**src/rtl/inp_encoder_if.sv**
```systemverilog
// Bundle of controller-side inputs and encoded outputs for inp_encoder.
// The master side drives keyboard, joysticks and video timing.
// The slave side is the encoder that produces the cabinet input words.
interface inp_encoder_if;
  logic [10:0] ps2_key;
  logic [15:0] joy1;
  logic [15:0] joy2;
  logic        vblank;
  logic        cocktail;
  logic [5:0]  inp0;
  logic [5:0]  inp1;
  logic [2:0]  inp2;

  modport master (
    output ps2_key, joy1, joy2, vblank, cocktail,
    input  inp0, inp1, inp2
  );

  modport slave (
    input  ps2_key, joy1, joy2, vblank, cocktail,
    output inp0, inp1, inp2
  );
endinterface

```
**src/rtl/inp_encoder.sv**
```systemverilog
// Merges PS/2 keyboard state and two joysticks into the arcade input words.
// Coin requests are turned into a fixed-length pulse counted in vblank frames.
// A held coin produces exactly one pulse; it must be released before the next one.
module inp_encoder #(
  parameter int COIN_FRAMES = 3
) (
  input  logic         clk_sys,
  input  logic         reset,
  inp_encoder_if.slave bus
);

  localparam int NUM_KEYS = 18;
  localparam int K_UP = 0, K_DOWN = 1, K_LEFT = 2, K_RIGHT = 3;
  localparam int K_TRIG1 = 4, K_TRIG2 = 5, K_F1 = 6, K_F2 = 7;
  localparam int K_START1 = 8, K_START2 = 9, K_COIN1 = 10, K_COIN2 = 11;
  localparam int K_UP2 = 12, K_DOWN2 = 13, K_LEFT2 = 14, K_RIGHT2 = 15;
  localparam int K_TRIG1_2 = 16, K_TRIG2_2 = 17;
  localparam logic [3:0] COIN_LOAD = 4'(COIN_FRAMES);

  typedef enum logic [1:0] {IDLE, ACTIVE, RELEASE} coin_state_t;

  logic                old_tgl_reg;
  logic [NUM_KEYS-1:0] key_reg;
  logic [NUM_KEYS-1:0] key_hit;
  logic                key_event;
  logic [5:0]          p1_own, p2_term, p1_term;
  logic                start1, start2, coin_raw;
  logic [5:0]          inp0_reg, inp1_reg;
  logic [1:0]          start_reg;
  logic                vb_sync1_reg, vb_sync2_reg, vb_edge_reg;
  logic                frame_tick;
  logic                coin_d_reg;
  coin_state_t         state_reg, state_next;
  logic [3:0]          count_reg, count_next;
  logic                unused_bits;

  assign unused_bits = ^{bus.joy1[15:9], bus.joy2[15:9]};
  assign key_event   = bus.ps2_key[10] ^ old_tgl_reg;

  // Map a scancode to the single key latch it controls; E0-prefixed arrows alias the plain ones.
  always_comb begin
    key_hit = '0;
    case (bus.ps2_key[8:0])
      9'h075, 9'h175: key_hit[K_UP]     = 1'b1;
      9'h072, 9'h172: key_hit[K_DOWN]   = 1'b1;
      9'h06B, 9'h16B: key_hit[K_LEFT]   = 1'b1;
      9'h074, 9'h174: key_hit[K_RIGHT]  = 1'b1;
      9'h029:         key_hit[K_TRIG1]  = 1'b1;
      9'h014:         key_hit[K_TRIG2]  = 1'b1;
      9'h005:         key_hit[K_F1]     = 1'b1;
      9'h006:         key_hit[K_F2]     = 1'b1;
      9'h016:         key_hit[K_START1] = 1'b1;
      9'h01E:         key_hit[K_START2] = 1'b1;
      9'h02E:         key_hit[K_COIN1]  = 1'b1;
      9'h036:         key_hit[K_COIN2]  = 1'b1;
      9'h02D:         key_hit[K_UP2]    = 1'b1;
      9'h02B:         key_hit[K_DOWN2]  = 1'b1;
      9'h023:         key_hit[K_LEFT2]  = 1'b1;
      9'h034:         key_hit[K_RIGHT2] = 1'b1;
      9'h01C:         key_hit[K_TRIG1_2] = 1'b1;
      9'h01B:         key_hit[K_TRIG2_2] = 1'b1;
      default: ;
    endcase
  end

  // Track the toggle bit; reload it during reset so release never looks like an event.
  always_ff @(posedge clk_sys) begin
    old_tgl_reg <= bus.ps2_key[10];
  end

  // Each key latch follows the pressed flag of the last event that addressed it.
  always_ff @(posedge clk_sys) begin
    if (reset) begin
      key_reg <= '0;
    end else begin
      for (int i = 0; i < NUM_KEYS; i++) begin
        if (key_event && key_hit[i]) key_reg[i] <= bus.ps2_key[9];
      end
    end
  end

  // Combine latches and joysticks; output order is {Trig2,Trig1,Left,Down,Right,Up}.
  always_comb begin
    p2_term = {key_reg[K_TRIG2_2] | bus.joy2[5], key_reg[K_TRIG1_2] | bus.joy2[4],
               key_reg[K_LEFT2]   | bus.joy2[1], key_reg[K_DOWN2]   | bus.joy2[2],
               key_reg[K_RIGHT2]  | bus.joy2[0], key_reg[K_UP2]     | bus.joy2[3]};
    p1_own  = {key_reg[K_TRIG2] | bus.joy1[5], key_reg[K_TRIG1] | bus.joy1[4],
               key_reg[K_LEFT]  | bus.joy1[1], key_reg[K_DOWN]  | bus.joy1[2],
               key_reg[K_RIGHT] | bus.joy1[0], key_reg[K_UP]    | bus.joy1[3]};
    p1_term = p1_own | (bus.cocktail ? 6'd0 : p2_term);
    start1  = key_reg[K_F1] | key_reg[K_START1] | bus.joy1[6] | bus.joy2[6];
    start2  = key_reg[K_F2] | key_reg[K_START2] | bus.joy1[7] | bus.joy2[7];
    coin_raw = key_reg[K_F1] | key_reg[K_F2] | key_reg[K_COIN1] | key_reg[K_COIN2]
             | bus.joy1[8] | bus.joy2[8];
  end

  // Register the player and start outputs.
  always_ff @(posedge clk_sys) begin
    if (reset) begin
      inp0_reg  <= '0;
      inp1_reg  <= '0;
      start_reg <= '0;
    end else begin
      inp0_reg  <= p1_term;
      inp1_reg  <= p2_term;
      start_reg <= {start2, start1};
    end
  end

  // Bring vblank into clk_sys and keep one extra stage for rising-edge detection.
  always_ff @(posedge clk_sys) begin
    if (reset) begin
      vb_sync1_reg <= 1'b0;
      vb_sync2_reg <= 1'b0;
      vb_edge_reg  <= 1'b0;
    end else begin
      vb_sync1_reg <= bus.vblank;
      vb_sync2_reg <= vb_sync1_reg;
      vb_edge_reg  <= vb_sync2_reg;
    end
  end

  assign frame_tick = vb_sync2_reg & ~vb_edge_reg;

  // Coin edge history; presetting to 1 means a coin held through reset is not a new press.
  always_ff @(posedge clk_sys) begin
    if (reset) coin_d_reg <= 1'b1;
    else       coin_d_reg <= coin_raw;
  end

  // Coin pulse state and frame counter.
  always_ff @(posedge clk_sys) begin
    if (reset) begin
      state_reg <= IDLE;
      count_reg <= '0;
    end else begin
      state_reg <= state_next;
      count_reg <= count_next;
    end
  end

  // Coin pulse sequencing: start on a fresh press, end after COIN_FRAMES ticks, wait for release.
  always_comb begin
    state_next = state_reg;
    count_next = count_reg;
    case (state_reg)
      IDLE: begin
        if (coin_raw && !coin_d_reg) begin
          state_next = ACTIVE;
          count_next = COIN_LOAD;
        end
      end
      ACTIVE: begin
        if (frame_tick) begin
          count_next = count_reg - 4'd1;
          if (count_reg == 4'd1) state_next = RELEASE;
        end
      end
      RELEASE: begin
        if (!coin_raw) state_next = IDLE;
      end
      default: begin
        state_next = IDLE;
        count_next = '0;
      end
    endcase
  end

  assign bus.inp0 = inp0_reg;
  assign bus.inp1 = inp1_reg;
  assign bus.inp2 = {state_reg == ACTIVE, start_reg};

endmodule

```
**src/flat_wrapper.sv**
```systemverilog
// flat-port wrapper written by rule: the top's interface ports become plain ports
module inp_encoder_flat 
#(
  parameter int COIN_FRAMES = 3
)
  (clk_sys, reset, bus_ps2_key, bus_joy1, bus_joy2, bus_vblank, bus_cocktail, bus_inp0, bus_inp1, bus_inp2);
  inp_encoder_if bus_i ();
  input  logic clk_sys;
  input  logic reset;
  input wire logic [$bits(bus_i.ps2_key)-1:0] bus_ps2_key;
  input wire logic [$bits(bus_i.joy1)-1:0] bus_joy1;
  input wire logic [$bits(bus_i.joy2)-1:0] bus_joy2;
  input wire logic [$bits(bus_i.vblank)-1:0] bus_vblank;
  input wire logic [$bits(bus_i.cocktail)-1:0] bus_cocktail;
  output wire logic [$bits(bus_i.inp0)-1:0] bus_inp0;
  output wire logic [$bits(bus_i.inp1)-1:0] bus_inp1;
  output wire logic [$bits(bus_i.inp2)-1:0] bus_inp2;
  assign bus_i.ps2_key = bus_ps2_key;
  assign bus_i.joy1 = bus_joy1;
  assign bus_i.joy2 = bus_joy2;
  assign bus_i.vblank = bus_vblank;
  assign bus_i.cocktail = bus_cocktail;
  assign bus_inp0 = bus_i.inp0;
  assign bus_inp1 = bus_i.inp1;
  assign bus_inp2 = bus_i.inp2;
  inp_encoder #(.COIN_FRAMES(COIN_FRAMES)) u_core (.clk_sys(clk_sys), .reset(reset), .bus(bus_i));
endmodule
```
**config.mk**
```make
export PLATFORM = sky130hd
export DESIGN_NAME = inp_encoder_flat
export DESIGN_NICKNAME = d
export VERILOG_FILES = /design/src/rtl/inp_encoder_if.sv /design/src/rtl/inp_encoder.sv /design/src/flat_wrapper.sv
export SDC_FILE = /design/constraint.sdc
export NUM_CORES = 1
export LEC_CHECK = 0
export ABC_AREA = 1
export BUFFER_PORTS_ARGS = -buffer_cell sky130_fd_sc_hd__buf_2
export CAP_MARGIN = 20
export CORE_UTILIZATION = 50
export DETAILED_ROUTE_END_ITERATION = 16
export PLACE_DENSITY = 0.76
export REMOVE_ABC_BUFFERS = 1
export SLEW_MARGIN = 40
export SYNTH_ARGS = -nofsm -noshare
export SYNTH_HDL_FRONTEND = slang
export SYNTH_SLANG_ARGS = --single-unit
```
**constraint.sdc**
```tcl
create_clock -name clk_sys -period 2.4 [get_ports clk_sys]
set_input_delay 0.24 -clock clk_sys [delete_from_list [all_inputs] [get_ports clk_sys]]
set_output_delay 0.24 -clock clk_sys [all_outputs]
set_load 0.01 [all_outputs]
```
==> metrics.md <==
| Metric | Value |
|---|---|
| Status | `completed` |
| Final Skew | `7.983 ps` |
| Ys Warns | `0` |
| Slew HR | `0.6065` |
| RSZ-0062 raised after global routing | `no` |
| Die Ht | `63.61 um` |
| Leakage power | `1.039 nW` |
| Area share of the largest cell type after synthesis | `0.4535` |
| Clk sinks | `43` |
| Met1 wire length | `1754 um` |
| Clk_lat worst skew | `290 ps` |
| Crit path DAT | `1140 ps` |
| Setup crit end kind | `output pin` |
| Critical path's top delay family | `flip-flops` |
| Post-Route WL | `3860 um` |
| Top cells by area, synth | `dfxtp_1 (45%), nor2_1 (9.5%), a21oi_1 (7.9%)` |
| Cell Area, Placed | `0.002173 sq mm` |
| # hold bufs at CTS | `0` |
| Setup TNS | `0 ps` |
| Fmax | `727.0 MHz` |
| Startpoint types | `flop` |
| Share of layout cells above drive strength 1 | `0.2184` |
| Core Footprint | `0.003661 sq mm` |
| Bufs on Longest Clock Path | `2` |
| Crit-path max cell delay | `420 ps` |
| Total die area | `0.004046 sq mm` |
| Initial antenna violation count | `0` |
| Final Hold Vio Count | `0` |
| # Post-CTS Setup Buffers | `0` |
| Maximum vdd ir drop | `0.0005983 V` |
| CTS tree | `yes` |
| Met2 WL post-DR | `1840 um` |
| Number of flip-flops in the largest register | `18` |
| DRT Pass-1 Iters | `4` |
| Post-CTS sizing | `0` |
| Final Setup Violations | `0` |
| Clock slew at reported path FFs | `80 ps` |
| Uppermost routed layer | `met4` |
| Die width | `63.61 um` |
| Htree depth | `2` |
| Minimum clock period | `1375 ps` |
| Area Overhead vs Synth | `20.70%` |
| Gpl congestion | `0.9012` |
| Period utilization | `0.5731` |
| Final ANT Viol Nets | `0` |
| Largest net degree at the start of global routing | `23` |
| Avg Vias per Cell | `4.997` |
| WL met3 | `216 um` |
| Max-capacitance violation count | `0` |
| CP Class | `reg -> out` |
| Iteration-0 DRC Markers | `93` |
| Avg Inst Size Synth | `7.136 sq um` |
| Total gr overflow | `0` |
| Inserted Clock Buffers | `5` |
| Slowest cell on the critical path | `dfxtp_1` |
| Initial Util | `0.5185` |
| Pre-CTS setup slack | `1107 ps` |
| Layout net count | `364` |
| Sequential share of the synthesized area | `0.4535` |
| Worst-path cell chain | `nand2_1, inv_1, buf_2` |
| Total track usage | `0.2095` |
| # fillers | `357` |
| Vias in the first global route | `1524` |
| First-pass GRT wire length | `6617 um` |
| CP Data Required Time | `2160 ps` |
| DRC | `0` |
| Clock Tree Root | `clkbuf_8` |
| Fin util | `0.6258` |
| Area leader, netlist | `dfxtp_1` |
| Via count | `1819` |
| Post-route cell area | `0.002291 sq mm` |
| I/O pins | `62` |
| N_diodes | `0` |
| Worst Slack Setup Final | `1025 ps` |
| Final Max Tran Viols | `0` |
| Final HPWL DP | `2758 um` |
| Routed len/inst | `10.60 um` |
| Cell Area, Synth | `0.001898 sq mm` |
| Power Density | `741.6 mW/mm^2` |
| Min-delay worst type | `in -> reg` |
| Worst-Margin Slew | `589.7 ps` |
| Netlist cell types | `24` |
| Gate Count Post-Synth | `266` |
| Max FO, Critical Path | `6` |
| Site row count | `22` |
| Yosys reg bits | `43` |
| CP Buf/Inv Count | `2` |
| I/O Buffers | `47` |
-- synthesized netlist by cell type, drive strengths merged --
master,instances
a21oi,30
buf,2
clkbuf,4
clkinv,1
dfxtp,43
ha,2
inv,39
nand2,34
nand3,19
nand4,7
nor2,53
nor3,9
nor4,3
o21ai,19
xnor2,1
-- layer usage --
layer,track usage,up-vias
met5,0,-
met4,0.06818,0
met3,0.07065,6
met2,0.3218,42
met1,0.2735,814
li1,-,957
-- cells by family (layout without fill, tap and decap cells) --
family	Yosys count	count (layout)	synth area share
AO/OA/AOI/OAI	49	49	0.1312
buffers and inverters	46	96	0.09360
adder cells (fa/ha/maj)	2	2	0.01318
flip-flops	43	43	0.4535
AND/OR/NAND/NOR	125	125	0.3039
XOR/XNOR	1	1	0.004615
-- final timing paths --
check,startpoint,to,slack [ps],cells after the start
setup reg to reg,u_core.key_reg[7],u_core.state_reg[0],1160,8
hold reg to reg,u_core.vb_sync1_reg,u_core.vb_sync2_reg,410,2
setup / recovery,u_core.state_reg[0],bus_inp2[2],1020,3
hold / removal,bus_ps2_key[10],u_core.old_tgl_reg,80,1
-- area by class of cell --
cell class | count | area [sq um] | share of cell area
repair buffers | 48 | 242.7 | 0.1060
multi-input cells | 177 | 859.6 | 0.3752
inverters | 40 | 150.1 | 0.06554
clock buffers | 6 | 82.58 | 0.03605
clock inverters | 2 | 35.03 | 0.01529
well taps | 48 | 60.06 | 0.02622
flip-flops and latches | 43 | 860.8 | 0.3758
-- power by group --
group	internal (mW)	switching [mW]	total [mW]	leakage (nW)
Clock	0.337	0.236	0.572	0.0612
Sequential	0.760	0.0307	0.791	0.352
Combinational	0.128	0.208	0.336	0.625
-- metrics by stage --
stage	std cells	hold WS (ps)	power [mW]
after floorplan	260	267.7	1.035
after global placement	356	368.2	1.132
after detailed placement	356	375.2	1.139
after CTS	364	71.93	1.713
after global routing	364	67.78	1.801
final	364	76.03	1.699
-- cell usage in the layout (no fill, tap or decap), drive strengths merged --
| cell type | count |
|---|---|
| xnor2 | 1 |
| nand2 | 34 |
| dfxtp | 43 |
| clkinv | 2 |
| nand3 | 19 |
| clkbuf | 6 |
| nor3 | 9 |
| ha | 2 |
| nor2 | 53 |
| buf | 48 |
| a21oi | 30 |
| inv | 39 |
| bufinv | 1 |
| nand4 | 7 |
| nor4 | 3 |
| o21ai | 19 |
Note: power is estimated with default switching activity, not from simulation.
